## src/rtl/mcu_pkg.sv

```systemverilog
// mcu_pkg: shared constants and types for the multi-cycle control unit.
//   - opcode constants for the supported MIPS subset
//   - 3-bit alu_op codes driven to the datapath ALU control
//   - FSM state enum and decoded instruction-class enum
package mcu_pkg;

    // Opcodes
    localparam logic [5:0] OP_ADD  = 6'b001111;
    localparam logic [5:0] OP_SUB  = 6'b000110;
    localparam logic [5:0] OP_AND  = 6'b000000;
    localparam logic [5:0] OP_OR   = 6'b000001;
    localparam logic [5:0] OP_SLT  = 6'b000111;
    localparam logic [5:0] OP_LW   = 6'b100011;
    localparam logic [5:0] OP_SW   = 6'b101011;
    localparam logic [5:0] OP_ADDI = 6'b001000;
    localparam logic [5:0] OP_ANDI = 6'b001100;
    localparam logic [5:0] OP_ORI  = 6'b001101;
    localparam logic [5:0] OP_SLTI = 6'b001010;
    localparam logic [5:0] OP_BEQ  = 6'b000100;
    localparam logic [5:0] OP_BNE  = 6'b000101;
    localparam logic [5:0] OP_J    = 6'b000010;

    // ALU function codes
    localparam logic [2:0] ALU_ADD   = 3'b000;
    localparam logic [2:0] ALU_SUB   = 3'b001;
    localparam logic [2:0] ALU_RTYPE = 3'b010;
    localparam logic [2:0] ALU_ADDI  = 3'b011;
    localparam logic [2:0] ALU_ORI   = 3'b100;
    localparam logic [2:0] ALU_ANDI  = 3'b101;
    localparam logic [2:0] ALU_SLTI  = 3'b110;

    typedef enum logic [3:0] {
        S_IDLE,
        S_FETCH,
        S_DECODE,
        S_EXEC_R,
        S_WB_R,
        S_EXEC_I,
        S_WB_I,
        S_MEM_ADDR,
        S_MEM_RD,
        S_WB_MEM,
        S_MEM_WR,
        S_BRANCH,
        S_JUMP,
        S_TRAP
    } state_t;

    typedef enum logic [2:0] {
        CLS_R,
        CLS_LOAD,
        CLS_STORE,
        CLS_IMM,
        CLS_BEQ,
        CLS_BNE,
        CLS_JUMP,
        CLS_ILLEGAL
    } instr_class_t;

endpackage

```

## src/rtl/mcu_decode.sv

```systemverilog
// mcu_decode: combinational opcode lookup.
//   op_code  in   6-bit instruction opcode
//   cls      out  instruction class (CLS_ILLEGAL for unknown opcodes)
//   alu_op   out  ALU code used when the class executes (immediate ops differ)
//   legal    out  1 when the opcode is supported
// BNE_EN = 0 makes opcode BNE decode as illegal.
module mcu_decode
    import mcu_pkg::*;
#(
    parameter bit BNE_EN = 1'b1
) (
    input  logic [5:0]   op_code,
    output instr_class_t cls,
    output logic [2:0]   alu_op,
    output logic         legal
);

    // NOTE: every output gets a default before the case so no path leaves a
    // variable unassigned, which would infer a latch.
    always_comb begin
        cls    = CLS_ILLEGAL;
        alu_op = ALU_ADD;
        case (op_code)
            OP_ADD, OP_SUB, OP_AND, OP_OR, OP_SLT: begin
                cls    = CLS_R;
                alu_op = ALU_RTYPE;
            end
            OP_LW:   cls = CLS_LOAD;
            OP_SW:   cls = CLS_STORE;
            OP_ADDI: begin cls = CLS_IMM; alu_op = ALU_ADDI; end
            OP_ORI:  begin cls = CLS_IMM; alu_op = ALU_ORI;  end
            OP_ANDI: begin cls = CLS_IMM; alu_op = ALU_ANDI; end
            OP_SLTI: begin cls = CLS_IMM; alu_op = ALU_SLTI; end
            OP_BEQ: begin
                cls    = CLS_BEQ;
                alu_op = ALU_SUB;
            end
            OP_BNE: begin
                if (BNE_EN) begin
                    cls    = CLS_BNE;
                    alu_op = ALU_SUB;
                end
            end
            OP_J:    cls = CLS_JUMP;
            default: cls = CLS_ILLEGAL;
        endcase
        legal = (cls != CLS_ILLEGAL);
    end

endmodule

```

## src/rtl/multicycle_control_unit.sv

```systemverilog
// multicycle_control_unit: Moore FSM sequencing the multi-cycle datapath.
//   clk, rst_n       clock (rising edge), async active-low reset
//   op_code          opcode, sampled only in DECODE
//   mem_ready        memory handshake for FETCH / MEM_RD / MEM_WR
//   pc_write, pc_write_cond, branch_ne, pc_src   PC update controls
//   i_or_d, mem_read, mem_write, ir_write        memory / IR controls
//   reg_dst, mem_to_reg, reg_write               register bank controls
//   alu_src_a, alu_src_b, alu_op                 ALU controls
//   instr_done       one-cycle pulse in the last state of an instruction
//   trap             sticky illegal-opcode flag, cleared only by reset
// MEM_WAIT = 0 treats mem_ready as permanently high.
module multicycle_control_unit
    import mcu_pkg::*;
#(
    parameter int ALU_OP_W = 3,
    parameter bit MEM_WAIT = 1'b1,
    parameter bit BNE_EN   = 1'b1
) (
    input  logic                clk,
    input  logic                rst_n,
    input  logic [5:0]          op_code,
    input  logic                mem_ready,
    output logic                pc_write,
    output logic                pc_write_cond,
    output logic                branch_ne,
    output logic [1:0]          pc_src,
    output logic                i_or_d,
    output logic                mem_read,
    output logic                mem_write,
    output logic                ir_write,
    output logic                reg_dst,
    output logic                mem_to_reg,
    output logic                reg_write,
    output logic                alu_src_a,
    output logic [1:0]          alu_src_b,
    output logic [ALU_OP_W-1:0] alu_op,
    output logic                instr_done,
    output logic                trap
);

    state_t       state_q, state_d;
    instr_class_t cls_q;
    logic [2:0]   imm_alu_op_q;

    instr_class_t dec_cls;
    logic [2:0]   dec_alu_op;
    logic         dec_legal;
    logic         mem_rdy;
    logic [2:0]   alu_op3;

    assign mem_rdy = MEM_WAIT ? mem_ready : 1'b1;

    mcu_decode #(.BNE_EN(BNE_EN)) u_decode (
        .op_code (op_code),
        .cls     (dec_cls),
        .alu_op  (dec_alu_op),
        .legal   (dec_legal)
    );

    // NOTE: sequential state uses non-blocking assignments so every register
    // samples the pre-edge values regardless of statement order.
    always_ff @(posedge clk or negedge rst_n) begin
        if (!rst_n) begin
            state_q <= S_IDLE;
        end else begin
            state_q <= state_d;
        end
    end

    // The class and immediate ALU code are captured in DECODE so later states
    // no longer depend on op_code.
    always_ff @(posedge clk or negedge rst_n) begin
        if (!rst_n) begin
            cls_q        <= CLS_R;
            imm_alu_op_q <= ALU_ADD;
        end else if (state_q == S_DECODE) begin
            cls_q        <= dec_cls;
            imm_alu_op_q <= dec_alu_op;
        end
    end

    always_comb begin
        state_d       = state_q;
        pc_write      = 1'b0;
        pc_write_cond = 1'b0;
        branch_ne     = 1'b0;
        pc_src        = 2'b00;
        i_or_d        = 1'b0;
        mem_read      = 1'b0;
        mem_write     = 1'b0;
        ir_write      = 1'b0;
        reg_dst       = 1'b0;
        mem_to_reg    = 1'b0;
        reg_write     = 1'b0;
        alu_src_a     = 1'b0;
        alu_src_b     = 2'b00;
        alu_op3       = ALU_ADD;
        instr_done    = 1'b0;
        trap          = 1'b0;

        case (state_q)
            S_IDLE: state_d = S_FETCH;

            S_FETCH: begin
                mem_read  = 1'b1;
                ir_write  = mem_rdy;
                pc_write  = mem_rdy;   // PC+4 only once the instruction lands
                alu_src_b = 2'b01;
                if (mem_rdy) state_d = S_DECODE;
            end

            S_DECODE: begin
                alu_src_b = 2'b11;     // precompute branch target into ALUOut
                if (!dec_legal) begin
                    state_d = S_TRAP;
                end else begin
                    case (dec_cls)
                        CLS_R:              state_d = S_EXEC_R;
                        CLS_LOAD,
                        CLS_STORE:          state_d = S_MEM_ADDR;
                        CLS_IMM:            state_d = S_EXEC_I;
                        CLS_BEQ, CLS_BNE:   state_d = S_BRANCH;
                        CLS_JUMP:           state_d = S_JUMP;
                        default:            state_d = S_TRAP;
                    endcase
                end
            end

            S_EXEC_R: begin
                alu_src_a = 1'b1;
                alu_op3   = ALU_RTYPE;
                state_d   = S_WB_R;
            end

            S_WB_R: begin
                reg_dst    = 1'b1;
                reg_write  = 1'b1;
                instr_done = 1'b1;
                state_d    = S_FETCH;
            end

            S_EXEC_I: begin
                alu_src_a = 1'b1;
                alu_src_b = 2'b10;
                alu_op3   = imm_alu_op_q;
                state_d   = S_WB_I;
            end

            S_WB_I: begin
                reg_write  = 1'b1;
                instr_done = 1'b1;
                state_d    = S_FETCH;
            end

            S_MEM_ADDR: begin
                alu_src_a = 1'b1;
                alu_src_b = 2'b10;
                state_d   = (cls_q == CLS_STORE) ? S_MEM_WR : S_MEM_RD;
            end

            S_MEM_RD: begin
                i_or_d   = 1'b1;
                mem_read = 1'b1;
                if (mem_rdy) state_d = S_WB_MEM;
            end

            S_WB_MEM: begin
                mem_to_reg = 1'b1;
                reg_write  = 1'b1;
                instr_done = 1'b1;
                state_d    = S_FETCH;
            end

            S_MEM_WR: begin
                i_or_d     = 1'b1;
                mem_write  = 1'b1;
                instr_done = mem_rdy;  // store retires in its handshake cycle
                if (mem_rdy) state_d = S_FETCH;
            end

            S_BRANCH: begin
                alu_src_a     = 1'b1;
                alu_op3       = ALU_SUB;
                pc_write_cond = 1'b1;
                pc_src        = 2'b01;
                branch_ne     = (cls_q == CLS_BNE);
                instr_done    = 1'b1;
                state_d       = S_FETCH;
            end

            S_JUMP: begin
                pc_write   = 1'b1;
                pc_src     = 2'b10;
                instr_done = 1'b1;
                state_d    = S_FETCH;
            end

            S_TRAP: begin
                trap    = 1'b1;
                state_d = S_TRAP;
            end

            default: state_d = S_IDLE;
        endcase
    end

    assign alu_op = ALU_OP_W'(alu_op3);

endmodule

```

## config.mk

```make
export PLATFORM = sky130hd
export DESIGN_NAME = multicycle_control_unit
export DESIGN_NICKNAME = d
export VERILOG_FILES = /design/src/rtl/mcu_pkg.sv /design/src/rtl/mcu_decode.sv /design/src/rtl/multicycle_control_unit.sv
export SDC_FILE = /design/constraint.sdc
export NUM_CORES = 1
export LEC_CHECK = 0
export CAP_MARGIN = 20
export CORE_MARGIN = 4
export CORE_UTILIZATION = 38
export DETAILED_ROUTE_END_ITERATION = 7
export PLACE_DENSITY = 0.64
export SLEW_MARGIN = 20
export SYNTH_ARGS = -nofsm -noshare
export SYNTH_HDL_FRONTEND = slang
export SYNTH_SLANG_ARGS = --single-unit
```

## constraint.sdc

```tcl
create_clock -name clk -period 3.6 [get_ports clk]
set_input_delay 0.54 -clock clk [delete_from_list [all_inputs] [get_ports clk]]
set_output_delay 0.54 -clock clk [all_outputs]
set_load 0.005 [all_outputs]
```

* After elaboration in Yosys (flattened, before gate mapping)
Cells that the tools add are included.
** Word-level totals
- Flip-flop bits (word level) :: 10
- Input port bits :: 9
- Output and inout bits :: 20
- Logic and storage cells :: 82
** Operators by class
- Eq/ne operators :: 38
- Muxes and demuxes :: 25
- Reductions and logical operators :: 16
** Operators with widths (count)
- $pmux 4 s9 :: 1
- $eq 6x4->1 const B :: 5
- $eq 4x4->1 const B :: 6
- $eq 6x3->1 const B :: 4
- $pmux 3 s7 :: 1
- $pmux 4 s5 :: 1
- $pmux 3 s6 :: 1
- $eq 4x3->1 const B :: 4
- $mux 4 :: 4
- $eq 3x3->1 const B :: 4
- $eq 6x6->1 const B :: 2
- $reduce_or 2->1 :: 6
- $mux 1 :: 11
- $reduce_or 5->1 :: 2
- $eq 3x2->1 const B :: 3
- $pmux 3 s3 :: 1
- $eq 4x2->1 const B :: 2
- $reduce_or 4->1 :: 2
- $eq 6x1->1 const B :: 1
- $eq 6x2->1 const B :: 1
- $logic_not 6->1 :: 1
- $ne 2x2->1 const B :: 3
- $pmux 2 s3 :: 1
- $reduce_or 6->1 :: 1
- 10 further kinds :: 11

* Longest topological paths before layout
- Depth after elaboration :: 8
- Gate-level depth with buffers :: 6

* Hierarchy
From an unflattened synthesis, not the netlist that was laid out.
** Second synthesis, totals
- Cell total of the unflattened synthesis :: 134
- Area, all modules :: 1092.3 µm²
** By module, submodules not included
- multicycle_control_unit :: times used 1, cells an instance 94, area an instance 798.3 µm², seq. area each 250.2 µm²
- mcu_decode :: times used 1, cells an instance 40, area an instance 294.0 µm², seq. area each 0.0 µm²

* Least setup slack after synthesis
No wires, ideal clock.
- Path type :: flip-flop to output port
- Start :: register state_q[3]
- End :: output alu_op[0]
- Data arrival time :: 1.219 ns
- Data required time :: 3.060 ns
- Slack :: 1.841 ns
- Stages on the path, launching flop included :: 4
- Buffers on the path :: 0
- Path through :: dfrtp_1 -> nand2b_4 -> or3b_2 -> a21boi_0
** Between the ends
- Longest elaborated chain between the ends :: 2
- Elaborated cells between the ends (all ways) :: 4
** Ends and longest elaborated chain
- start: declaration :: line multicycle_control_unit.sv:41 : state_t state_q, state_d;
- start signal: assignment :: line multicycle_control_unit.sv:66 : state_q <= state_d;
- $eq 4x4->1 (tied with other cells) :: line multicycle_control_unit.sv:101 : case (state_q)
- $pmux 3 s3 * :: line multicycle_control_unit.sv:101
- end: declaration :: line multicycle_control_unit.sv:36 : output logic [ALU_OP_W-1:0] alu_op,
Every way passes the cells marked *; elsewhere a longest branch is shown, timed or not.

* Worst setup path after layout
- Start :: register state_q[2]
- End :: output alu_op[0]
The elaborated chain is that of the path after synthesis.

==> impl_results.md <==
* Post-synthesis async set-or-reset flop share at 100.0%
* DR WL/cell at 14.37 µm
* Fill count at 273
* # setup viols final at 0
* Final antenna-violating net count at 0
* Gr usage total at 15.82%
* Area contributors post-synth: dfrtp_1 24%, o21ai_0 6.1%, nand2_1 6.0%
* Pin count of the biggest net entering global routing at 23
* First-pass GRT wire length at roughly 4.5 mm
* RD Place Congestion at ~0.81
* Fin Setup TNS at 0 ns
* Postcts setup bufs at 0
* WP data required at 3.06 ns
* Synth Area in Adders at 0%
* FF-to-FF End: state_q[2]
* VDD IR-drop max at 0.0004939 V
* Starting Density at between 40% and 50%
* Final-report hold violation count at 0
* Cells on Worst Hold Path at 2
* Die area at 0.003705 mm²
* CTS tree: done
* Number of global-route vias before repair at 951
* Cells after Synth at 142
* Period Utilization, post-route at 79.93%
* # DRC at 0
* Syn nets at 151
* Grt ovf at 0
* Vias at 1,060
* Top cell type by total area after synthesis: dfrtp_1
* Post-synthesis xor/xnor area fraction at about 2.5%
* Drt via density at 5.579
* Crit path DAT at 2.34 ns
* Status: finished clean
* Dpl cells at 186
* Metal-1 WL at between 1 and 1.5 mm
* Top cells by count, synth: 17 x nand2_1, 15 x nor2_1, 13 x o21ai_0
* ANT cells at 0
* Slew margin rel. at roughly three fifths
* Final min period at 2.877 ns
* Reg2Reg Setup Slack at around 1.7 ns
* Die X at approximately 61 µm
* Top layer in use: met3
* Multiplexer area fraction after synthesis at 0.9423%
* # IOs at 29
* CTS Buffer Depth at 2
* WHS Endpoint: imm_alu_op_q[2]
* Fin nets at 170
* Worst Hold Class: reg2reg
* Final WS setup at 0.7225 ns
* CTS buffer count at 3
* Post-synthesis sequential area ratio at 23.56%
* FF-to-FF path depth at 4
* Count leader, synth: nand2_1
* Hpwl dp at 2.069 mm
* Setup WS pre-CTS at 1.056 ns
* DRT iter0 DRCs at 22
* Worst Skew at 0.001550 ns
* Share of layout cells above drive strength 1 at 9.375%
* Distinct cell type count after synthesis at 44
* Crit path kind: reg2out
* Simple-gate share of the synthesized area at 37.69%
* Synth Area in Compound Gates at 26.62%
* # clock sinks at 10
* Main combinational cell family by area after synthesis: simple AND/OR/NAND/NOR gates
* Port-buffer cells at 28
* Critical Path Source: state_q[2]
* Met3 Wirelength at approximately 130 µm
* HP Start: imm_alu_op_q[2]
* Synth Flop Type: dfrtp_1
* Final hold slack at around 0.5 ns
* MaxCap Viol Count at 0
* DIE HEIGHT at just over 60 µm
* Core footprint at 0.002567 mm²
* EDFF count, synth at 0
* Max FO, Critical Path at 20
* Initial antenna violation count at 0
* Routed Wire Length at approximately 2.7 mm
* Non-Filler Instances at 190
* Reg-to-Reg Start: state_q[1]
* Actual slew at the worst max-slew pin at 0.6267 ns
* P&R area growth vs syn at 25.32%
* Num rows at 18
* Post-CTS Resized at 0
* Worst-path clk slew at 0.07 ns
* Worst setup SP type: flip-flop
* RSZ-0062 raised after global routing: false
* Mean Syn Cell Area at 7.481 µm²
* Clock root cell: clkbuf_4
* Worst setup EP type: output pin
* Worst-Skew Late Latency at 0.27 ns
* Post-CTS Hold Fix Bufs at 0
* Total iterations of the first detailed-routing run at 4
* PwrDens at 625.2 mW/mm²
* Max Slew Vio Count at 0
* Ys Warns at 0
* Seq cells post-synth at 10
* H-tree levels at 1
* Max Clk Rate at 347.5 MHz
* Cell area after synthesis at 0.001062 mm²
* Lkg Pwr at 0.4993 nW
* Met2 Wirelength at ~1.3 mm
* Synth top area share at 23.56%
==> worst max-delay path, stage by stage, from the launching register on <==
cell	delay, ns
dfrtp_1	0.71
nand2b_4	0.13
or3b_2	0.48
a21boi_0	0.21
clkdlybuf4s50_1	0.53
==> metrics by stage <==
stage	power [mW]	area (µm²)	util (%)
floorplan	0.5509	1062	-
global placement	0.7241	1295	50.44
detailed placement	0.7352	1295	50.44
CTS	0.8398	1331	51.85
global route	0.9128	1331	51.85
finish	0.8323	1331	51.85
==> state kept, by name, indices dropped and copies added, names as in the netlist <==
| name | count |
|---|---|
| cls_q | 3 |
| imm_alu_op_q | 3 |
| state_q | 4 |
==> where the power goes <==
group	total (mW)	switching [mW]	leakage (nW)	internal [mW]
clock	0.102	0.0408	0.0210	0.0614
combinational	0.457	0.196	0.355	0.262
sequential	0.273	0.115	0.123	0.158
==> cells in the final DEF, fill, tap and decap left out, types with 2 or more instances in the layout <==
master	count
a21boi_0	2
a21oi_1	8
a31oi_1	2
and2_1	3
and4b_1	2
clkbuf_4	3
clkdlybuf4s50_1	28
dfrtp_1	10
inv_1	2
nand2_1	17
nand2b_1	7
nor2_1	15
nor2b_1	7
nor3_1	7
nor4bb_1	2
o211ai_1	2
o211ai_2	2
o21ai_0	13
o22ai_1	2
or3b_2	2
xnor2_1	2
==> cells by family after synthesis <==
kind of cell,Yosys count
and+or+nand+nor,71
DFF,10
AOI/OAI and AO/OA,41
muxes,1
xor gates and xnor gates,3
buffers and inverters,16
==> area by class of cell <==
class	count	area, µm²	area share, %
Clock buffer	4	36.28	2.726
Inverter	2	7.507	0.5639
Multi-Input combinational cell	116	719.4	54.04
Sequential cell	10	250.2	18.80
Tap cell	30	37.54	2.820
Timing Repair Buffer	28	280.3	21.05
==> worst max-delay path by stage <==
stage | endpoint | slack (ns) | cells after the start
CTS | alu_op[0] | 0.76 | 4
global route | alu_op[0] | 0.62 | 4
global placement | alu_op[0] | 1.09 | 4
detailed placement | alu_op[0] | 1.06 | 4
finish | alu_op[0] | 0.72 | 4
floorplan | alu_op[0] | 1.84 | 3
==> routing by layer <==
layer / global-route usage, % / vias to the layer above
li1: - / 540
met1: 24.58 / 499
met2: 22.29 / 21
met3: 4.894 / 0
met4: 0.9288 / 0
met5: 0 / -
No activity file was read; power rests on OpenSTA's default activity.
